File: src/rtl/updown_counter_param.sv
`default_nettype none
// ============================================================================
//  Module      : updown_counter_param
//  Description : Parametrised synchronous up/down counter with configurable
//                modulus, wrap or saturate end behaviour, parallel load,
//                count enable and registered carry/borrow pulses for chaining.
//  Revision    : 1.0 - initial release
// ============================================================================
module updown_counter_param #(
  parameter int WIDTH       = 4,
  parameter int MODULUS     = 10,
  parameter int SATURATE    = 0,
  parameter int RESET_VALUE = 0
) (
  input  logic             clk,
  input  logic             reset,
  input  logic             en,
  input  logic             U,
  input  logic             D,
  input  logic             load,
  input  logic [WIDTH-1:0] load_val,
  output logic [WIDTH-1:0] q,
  output logic             carry,
  output logic             borrow,
  output logic             at_max,
  output logic             at_zero
);

  // Largest reachable count; with MODULUS == 2**WIDTH this is all ones and
  // wrapping degenerates to natural binary overflow.
  localparam logic [WIDTH-1:0] MAX_VAL   = WIDTH'(MODULUS - 1);
  localparam logic [WIDTH-1:0] RST_VAL   = WIDTH'(RESET_VALUE);
  localparam logic [WIDTH-1:0] ONE       = WIDTH'(1);
  localparam bit               SAT_MODE  = (SATURATE != 0);

  // Reject illegal parameter sets at elaboration so a bad instance never builds.
  if ((WIDTH < 1) || (MODULUS < 2) || (MODULUS > (1 << WIDTH)) ||
      (RESET_VALUE < 0) || (RESET_VALUE >= MODULUS)) begin : g_param_check
    $error("updown_counter_param: illegal WIDTH/MODULUS/RESET_VALUE combination");
  end

  logic [WIDTH-1:0] q_next;
  logic             carry_next;
  logic             borrow_next;
  logic             step_up;
  logic             step_down;
  logic [WIDTH-1:0] load_clamped;

  // A step happens only with enable and exactly one direction request.
  assign step_up      = en & U & ~D;
  assign step_down    = en & D & ~U;
  // Out-of-range load values are pulled back to the top of the range.
  assign load_clamped = (load_val > MAX_VAL) ? MAX_VAL : load_val;

  // Next-state selection: load beats counting; pulses default low every edge.
  always_comb begin
    q_next      = q;
    carry_next  = 1'b0;
    borrow_next = 1'b0;
    if (load) begin
      q_next = load_clamped;
    end else if (step_up) begin
      if (q == MAX_VAL) begin
        if (!SAT_MODE) begin
          q_next     = '0;
          carry_next = 1'b1;
        end
      end else begin
        q_next = q + ONE;
      end
    end else if (step_down) begin
      if (q == '0) begin
        if (!SAT_MODE) begin
          q_next      = MAX_VAL;
          borrow_next = 1'b1;
        end
      end else begin
        q_next = q - ONE;
      end
    end
  end

  // Counter and pulse registers; reset overrides everything including load.
  always_ff @(posedge clk) begin
    if (reset) begin
      q      <= RST_VAL;
      carry  <= 1'b0;
      borrow <= 1'b0;
    end else begin
      q      <= q_next;
      carry  <= carry_next;
      borrow <= borrow_next;
    end
  end

  // End-of-range flags follow q directly, no extra latency.
  assign at_max  = (q == MAX_VAL);
  assign at_zero = (q == '0);

endmodule
`default_nettype wire
File: config.mk
export PLATFORM = sky130hd
export DESIGN_NAME = updown_counter_param
export DESIGN_NICKNAME = d
export VERILOG_FILES = /design/src/rtl/updown_counter_param.sv
export SDC_FILE = /design/constraint.sdc
export NUM_CORES = 1
export LEC_CHECK = 0
export ABC_AREA = 1
export CORE_MARGIN = 3
export CORE_UTILIZATION = 24
export CTS_CLUSTER_SIZE = 16
export DETAILED_ROUTE_END_ITERATION = 10
export DONT_BUFFER_PORTS = 1
export SYNTH_ARGS = -nofsm -noshare
export SYNTH_HDL_FRONTEND = slang
export SYNTH_SLANG_ARGS = --single-unit
File: constraint.sdc
create_clock -name clk -period 1.6 [get_ports clk]
set_clock_uncertainty 0.2 [all_clocks]
set_input_delay 0.32 -clock clk [delete_from_list [all_inputs] [get_ports clk]]
set_output_delay 0.32 -clock clk [all_outputs]
set_load 0.05 [all_outputs]
* After elaboration in Yosys (flattened, before gate mapping)
Cells that the tools add are included.
Cells by class: add/subtract/negate cells 2, multiply operators 0, div/mod/pow operators 0, order comparisons 1, equality and inequality tests 1, shifts and indexed selects 0, mux-type cells 8, bitwise gates (word level) 8, reduce and logical (&&, ||, !) cells 4
Operators with widths (count):
- $mux 4 | 6
- $add 4x1->4 const B | 1
- $and 1x1->1 | 4
- $eq 4x4->1 const B | 1
- $gt 4x4->1 const B | 1
- $logic_not 4->1 | 1
- $not 1->1 | 4
- $reduce_or 4->1 | 1
- $sub 4x1->4 const B | 1
- $reduce_bool 3->1 | 1
- $reduce_or 3->1 | 1
- $mux 1 | 2
Storage, ports and cells: bits in registers 6, latch bits 0, bits in writable memories 0, bits in read-only memories 0, input port bits 10, memories kept 0

* Logic depth before layout (Yosys ltp)
Gate-level depths: netlist (run 1).
depth in word-level cells 5, gate-level depth with buffers 8

* Worst setup path before layout (run 1)
Ideal clock, no wire load.
kind register to register, from register q[0], to register q[3], library setup time 0.109 ns, data arrival time 1.669 ns, required time 1.291 ns, path slack -0.378 ns, stages on the path, launching flop included 8, buffers on the path 0, period minus slack after synthesis 1.978 ns, path through dfxtp_1 > nand2_1 > nor2_2 > nor2_1 > nand2_1 > nand3_1 > nand2_1 > inv_1
RTL lines:
- start: declaration | line 22 | output logic [WIDTH-1:0] q,
- start signal: assignment | line 90 | q <= q_next;
- $eq 4x4->1
- net at_max | line 25 | output logic at_max,
- $mux 4 | line 63 | if (q == MAX_VAL) begin
- $mux 4 | line 62 | end else if (step_up) begin
- $mux 4 | line 60 | if (load) begin
The timed path passes the listed nets, and every way through them passes these cells. The select of a mux whose other input is x is not followed. A chain may end at the register's enable or synchronous reset.

* Worst setup path in the final report (run 1)
from register q[1], to output port at_zero
On the way: cells in the longest elaborated chain, start to end 1
RTL lines:
- $logic_not 4->1 | line 98 | assign at_zero = (q == '0);
- end: declaration | line 26 | output logic at_zero
Every way passes these cells.

==> results.md, run 1 <==
* Required time of the critical path at 1.08 ns
* Outcome: finished, violations left
* Vias in the first global route at 517
* Final ANT Viol Nets at 0
* Hold Vio Cnt, Final at 0
* Psw at 0.234 mW
* Clock power share at 0.280
* Initial Utilization at 0.263
* Initial antenna violation count at 0
* Setup violations, final at 1
* Yosys reg bits at 6
* Setup TNS at -0.00387 ns
* First-pass GRT wire length at 2290 µm
* I/O pin count at 18
* Global routing usage on met3 at 0.0415
* Max Slew Vio Count at 0
* Critical path launch point type: flip-flop
* Syn-to-layout area delta at 46.2%
* Sw Ratio at 0.405
* Die span in y at 50.5 µm
* Syn Nets at 94
* CP Class: reg2out
* Leakage at 0.349 nW
* Fin util at 0.385
* GPL Wtd Cong at 1.04
* H-tree depth at 1
* Post-synthesis adder-cell area fraction at 0
* Clk buf depth at 2
* Max VDD drop at 372 µV
* Synthesized area per cell at 5.65 µm²
* Xor/xnor share of the synthesized area at 0
* Busiest grt layer: met2
* Compound-Gate Fraction of Synth Area at 0.0897
* Worst hold margin at 0.00715 ns
* Hpwl dp at 1060 µm
* Cell area after synthesis at 474 µm²
* Distinct cell type count after synthesis at 16
* CP endpoint kind: output port
* Vias/cell at 4.86
* Violated checks: setup timing
* Wire per inst at 11.7 µm
* Skew-Pair Late Insertion Delay at 0.26 ns
* Core ar. at 1800 µm²
* Largest net degree at the start of global routing at 8
* Via count at 617
* Detailed-route DRC error count at 0
* Dpl ws at 0.134 ns
* Delay of the slowest critical-path stage at 0.36 ns
* Hold WC Path Type: in2reg
* Crit path cell chain: nor2_4, nand3_2, clkinvlp_4
* Tmin final at 1.60 ns
* Area after DPL at 574 µm²
* Register area share after synthesis at 0.253
* Worst slew pin tran at 0.476 ns
* Post-Synthesis Cells at 84
* Maxcap violations at 0
* Layout cells sized above 1 at 0.333
* Cell row count at 15
* Internal power at 0.345 mW
* Clock Tree Root: clkbuf_4
* Gr ovfl total at 0
* NumNets Final at 113
* Post-synthesis mux area share at 0
* Total Routed Length at 1480 µm
* Area share of and/or/nand/nor cells after synthesis at 0.522
* GR Util met2 at 0.207
* Met1 Track Usage GR at 0.129
* Max Clock Freq at 0.623 GHz
* Clock Sinks at 6
* Port Buf Inserts at 0
* Die footprint at 2550 µm²
* TritonRoute pass-1 iters at 4
* Ys Warns at 0
* Combinational family with the most area after synthesis: simple AND/OR/NAND/NOR gates
* Fin area at 693 µm²
* 1st-iter DRT viols at 45
* Num CTS Buffers at 3
* Crit path arrival time at 1.08 ns
* Pwr dens at 836 nW/µm²
* Sequential share of power at 0.311
* CTS tree: done
* Unrepaired setup endpoints after global routing: true
* Slew headroom at 0.682
* Total GRT Usage at 0.120
* Slowest-stage cell, CP: dfxtp_4
* Post-route setup slack at -0.00387 ns
* Worst-path clk slew at 0.05 ns
* Maximum fanout along the worst path at 5
* Die width at 50.5 µm
* Diode count at 0
* Crit share post-route at 1.00
* Logic gate share of total power at 0.409
-- area by class of cell --
| class | instances | area, µm² |
|---|---|---|
| Timing Repair Buffer | 14 | 123 |
| Fill cell | 192 | 1110 |
| Tap cell | 25 | 31.3 |
| Sequential cell | 6 | 133 |
| Clock buffer | 4 | 26.3 |
| Multi-Input combinational cell | 61 | 310 |
| Inverter | 17 | 70.1 |
-- metrics by stage --
stage	total power [mW]	std cells
floorplan	0.329	84
global placement	0.370	114
detailed placement	0.370	114
CTS	0.555	121
global route	0.624	127
finish	0.580	127
-- worst max-delay path: cells and delay by family (launching register included) --
kind / cells / cell delay (ns)
DFF: 1 / 0.36
and+or+nand+nor: 2 / 0.25
buffers and inverters: 1 / 0.21
-- cell usage in the layout (no fill, tap or decap), types with 2 or more instances in the layout --
cell type      instances
a21oi_1                2
buf_4                 11
clkbuf_4               3
dfxtp_1                2
dfxtp_4                3
dlygate4sd3_1          2
inv_1                 11
inv_2                  3
nand2_1               24
nand2_2                3
nand3_1               14
nand3_2                3
nor2_1                 5
nor2_4                 2
o21ai_0                3
-- Yosys cell counts --
library cell	count	area share
nand2_1	26	0.21
nand3_1	15	0.16
inv_1	12	0.095
dfxtp_1	6	0.25
nor2_1	5	0.040
inv_2	4	0.032
nor2_2	3	0.040
o21ai_0	3	0.032
a21oi_1	2	0.021
nand3_2	2	0.042
a21oi_2	1	0.018
clkinv_1	1	0.0079
nand2_2	1	0.013
nor3_1	1	0.011
nor4_1	1	0.013
o221ai_1	1	0.018
-- power by group through the flow --
| stage | clock (mW) | combinational [mW] | sequential, mW |
|---|---|---|---|
| global placement | 0 | 0.189 | 0.180 |
| detailed placement | 0 | 0.189 | 0.182 |
| global route | 0.184 | 0.258 | 0.182 |
| CTS | 0.169 | 0.205 | 0.182 |
| floorplan | 0 | 0.115 | 0.214 |
| finish | 0.162 | 0.237 | 0.180 |
-- worst paths after layout --
check | from | endpoint | slack (ns) | cells after the start
max reg2reg | q[1] | borrow | 0.16 | 5
min reg2reg | q[3] | carry | 0.37 | 2
max | q[1] | at_zero | -0.004 | 3
min | reset | q[3] | 0.007 | 3
-- flip-flops by register name (all words and copies together), names as in the netlist --
name	count
q	4
borrow	1
carry	1
-- kinds of logic (layout without fill, tap and decap cells) --
| family | Yosys count | in the layout |
|---|---|---|
| buffers and inverters | 17 | 35 |
| AO/OA/AOI/OAI | 7 | 7 |
| AND/OR/NAND/NOR | 54 | 54 |
| flip-flops | 6 | 6 |
-- per-layer routing --
layer | routed length (µm) | part of all wire
met5 | 0 | 0
met1 | 572 | 0.39
met3 | 126 | 0.085
met2 | 739 | 0.50
met4 | 43 | 0.029
-- what timing repair did --
| action | in CTS | in global routing |
|---|---|---|
| resized for setup | 4 | 2 |
| pin swaps | 1 | 3 |
| buffers inserted | 1 | 6 |
| endpoints found under the setup margin | 2 | 2 |
| hold endpoints to repair | 1 | 0 |
| hold buffers | 2 | 0 |
(Power assumes the default switching activity.)
==> run 2: changes to the inputs <==
Settings changed: CORE_AREA from default to 2 2 39 41, CORE_MARGIN 3 to default, CORE_UTILIZATION 24 to default, DIE_AREA from default to 0 0 41 43.
==> run 2 against run 1 <==
  * The run still ends with setup timing left
  * Wire length is 15% lower
  * Combinational power decreased by 4%
  * First-iteration DRC count down 53%
  * Highest routed layer unchanged
  * Non-clock buffer count shrank 3
  * Die area shrank 31%
  * Sequential power about the same
  * Global-route usage increased by 4.5 points
  * Critical path type unchanged
  * Register-to-register slack barely moved
  * Final area fell by 2.7%
  * Via count fell by 6.3%
==> results.md, run 2 (synthesis gave the netlist of run 1 again) <==
* Reg2Reg Launch Point: q[0]
* GPL Wtd Cong at 0.845 (-19%)
* Crit path arrival time at 1.09 ns (about the same)
* Die footprint at 1760 µm² (-31%)
* Clock Sinks at 6 (unchanged)
* Crit path from: q[1]
* Initial Utilization at 0.343 (+0.0795)
* Delay of the slowest critical-path stage at 0.37 ns (about the same)
* CP Class: reg2out
* TritonRoute pass-1 iters at 4 (unchanged)
* Syn-to-layout area delta at 42.2%
* Pwr dens at 848 nW/µm² (+1.4%)
* CP top delay family: flip-flops
* Vias/cell at 5.03 (+3.5%)
* Clk buf depth at 2 (unchanged)
* Hold WC Path Type: in2reg
* Sw Ratio at 0.411 (+0.00661)
* First-pass GRT wire length at 2020 µm (-12%)
* Fin util at 0.487 (+0.103)
* Cell row count at 14 (-1)
* Biggest register: q
* Hpwl dp at 945 µm (-11%)
* Required time of the critical path at 1.08 ns (about the same)
* Placed Cells at 105 (-7.9%)
* Commonest non-fill, non-tap cell in the layout: nand2_1
* Slew headroom at 0.681 (about the same)
* Core ar. at 1380 µm² (-23%)
* CTS tree: done
* Clock power share at 0.286 (+0.006)
* Most frequent cells in the layout: 24 x nand2_1, 14 x nand3_1, 10 x inv_1
* Wire per inst at 11.0 µm (-5.8%)
* Max Clock Freq at 0.621 GHz (-0.44%)
* Worst setup endpoint: at_zero
* Die width at 41 µm (-19%)
* Skew-Pair Late Insertion Delay at 0.26 ns (about the same)
* Critical Path Stages at 3 (unchanged)
* Critical path launch point type: flip-flop
* Setup violations, final at 1 (unchanged)
* Dpl ws at 0.146 ns (+0.0125 ns)
* Clock Tree Root: clkbuf_4
* H-tree depth at 1 (unchanged)
* Outcome: finished, violations left
* Initial antenna violation count at 0 (unchanged)
* Crit path cell chain: nor2_4, nand3_4, clkinvlp_4
* FILL cells at 140 (-27%)
* Maximum fanout along the worst path at 5 (unchanged)
* CP endpoint kind: output port
* Number of flip-flops in the largest register at 4 (unchanged)
* Sequential share of power at 0.318 (+0.007)
* Flop2flop setup slack at 0.17 ns (about the same)
* Layout cells sized above 1 at 0.323 (-0.0101)
* Total GRT Usage at 0.166 (+0.0455)
* Buf/Inv on CP at 1 (unchanged)
* Psw at 0.235 mW (+0.30%)
* Via count at 578 (-6.3%)
* Area after DPL at 563 µm² (-2.0%)
* Largest net degree at the start of global routing at 8 (unchanged)
* Die span in y at 43 µm (-15%)
* Worst slew pin tran at 0.477 ns (+0.000978 ns)
* Diode count at 0 (unchanged)
* Internal power at 0.337 mW (-2.4%)
* Vias in the first global route at 503 (-2.7%)
* Detailed-route DRC error count at 0 (unchanged)
* Top flop regs: q: 4 flops, borrow: 1 flops, carry: 1 flops
* Port Buf Inserts at 0 (unchanged)
* Violated checks: setup timing
* Max Slew Vio Count at 0 (unchanged)
* Maxcap violations at 0 (unchanged)
* R2R Path End: q[1]
* Crit share post-route at 1.01 (+0.00440)
* Worst-path clk slew at 0.06 ns (about the same)
* Tmin final at 1.61 ns (+0.00704 ns)
* Final ANT Viol Nets at 0 (unchanged)
* Total Routed Length at 1260 µm (-15%)
* Leakage at 0.340 nW (-2.6%)
* I/O pin count at 18 (unchanged)
* R2r worst-path depth at 8 (+3)
* Post-route setup slack at -0.0109 ns (-0.00704 ns)
* Gr ovfl total at 0 (unchanged)
* Final std cells w/o fill at 115 (-9.4%)
* Setup TNS at -0.0109 ns (-0.00704 ns)
* Fin area at 674 µm² (-2.7%)
* 1st-iter DRT viols at 21 (-53%)
* Unrepaired setup endpoints after global routing: true
* Max VDD drop at 420 µV (+13%)
* Pwr Total at 0.572 mW (-1.3%)
* Hold Vio Cnt, Final at 0 (unchanged)
* Worst hold margin at 0.00161 ns (-0.00554 ns)
* Logic gate share of total power at 0.396 (-0.013)
* Num CTS Buffers at 3 (unchanged)
* NumNets Final at 110 (-2.7%)
* Slowest-stage cell, CP: dfxtp_4
run 2: per-layer routing:
layer / GRT usage / up-vias / part of all wire
met2: 0.247 / 34 / 0.51
met4: 0.0800 / 0 / 0.0063
met3: 0.0419 / 2 / 0.078
met1: 0.213 / 246 / 0.41
li1: - / 296 / -
met5: 0 / - / 0
run 2: worst min-delay path by stage:
stage | start | end | slack [ns] | cells after the start
floorplan | load | borrow | 0.20 | 1
global placement | reset | borrow | 0.24 | 1
detailed placement | reset | borrow | 0.22 | 1
CTS | reset | q[3] | 0.005 | 3
global route | reset | q[3] | 0.0009 | 3
finish | reset | q[3] | 0.002 | 3
run 2: worst register-to-register path, cell delays in order, from the launching register on:
cell      delay, ns
dfxtp_4        0.37
buf_4          0.20
nand2_2        0.11
clkinv_1       0.09
nor2_1         0.09
nand3_1        0.07
nand2_1        0.07
nand2_1        0.06
a21oi_2        0.11
run 2: repair_timing:
action	4_1_cts	5_1_grt
pin swaps	1	2
buffers inserted	0	4
endpoints found under the hold margin	1	0
endpoints found under the setup margin	2	2
hold buffers	2	0
gates resized for setup	5	5
run 2: power groups by stage:
stage	sequential, mW	combinational, mW	clock [mW]
2_1_floorplan	0.214	0.115	0
3_3_place_gp	0.178	0.192	0
3_5_place_dp	0.179	0.190	0
4_1_cts	0.179	0.205	0.161
5_1_grt	0.183	0.249	0.174
6_report	0.182	0.227	0.164
run 2: final cells by class:
| type | count | area [µm²] | share of cell area |
|---|---|---|---|
| multi-input cells | 61 | 323 | 0.479 |
| repair buffers | 11 | 100 | 0.148 |
| flip-flops and latches | 6 | 133 | 0.197 |
| inverters | 17 | 72.6 | 0.108 |
| clock buffers | 4 | 26.3 | 0.0390 |
| well taps | 16 | 20.0 | 0.0297 |
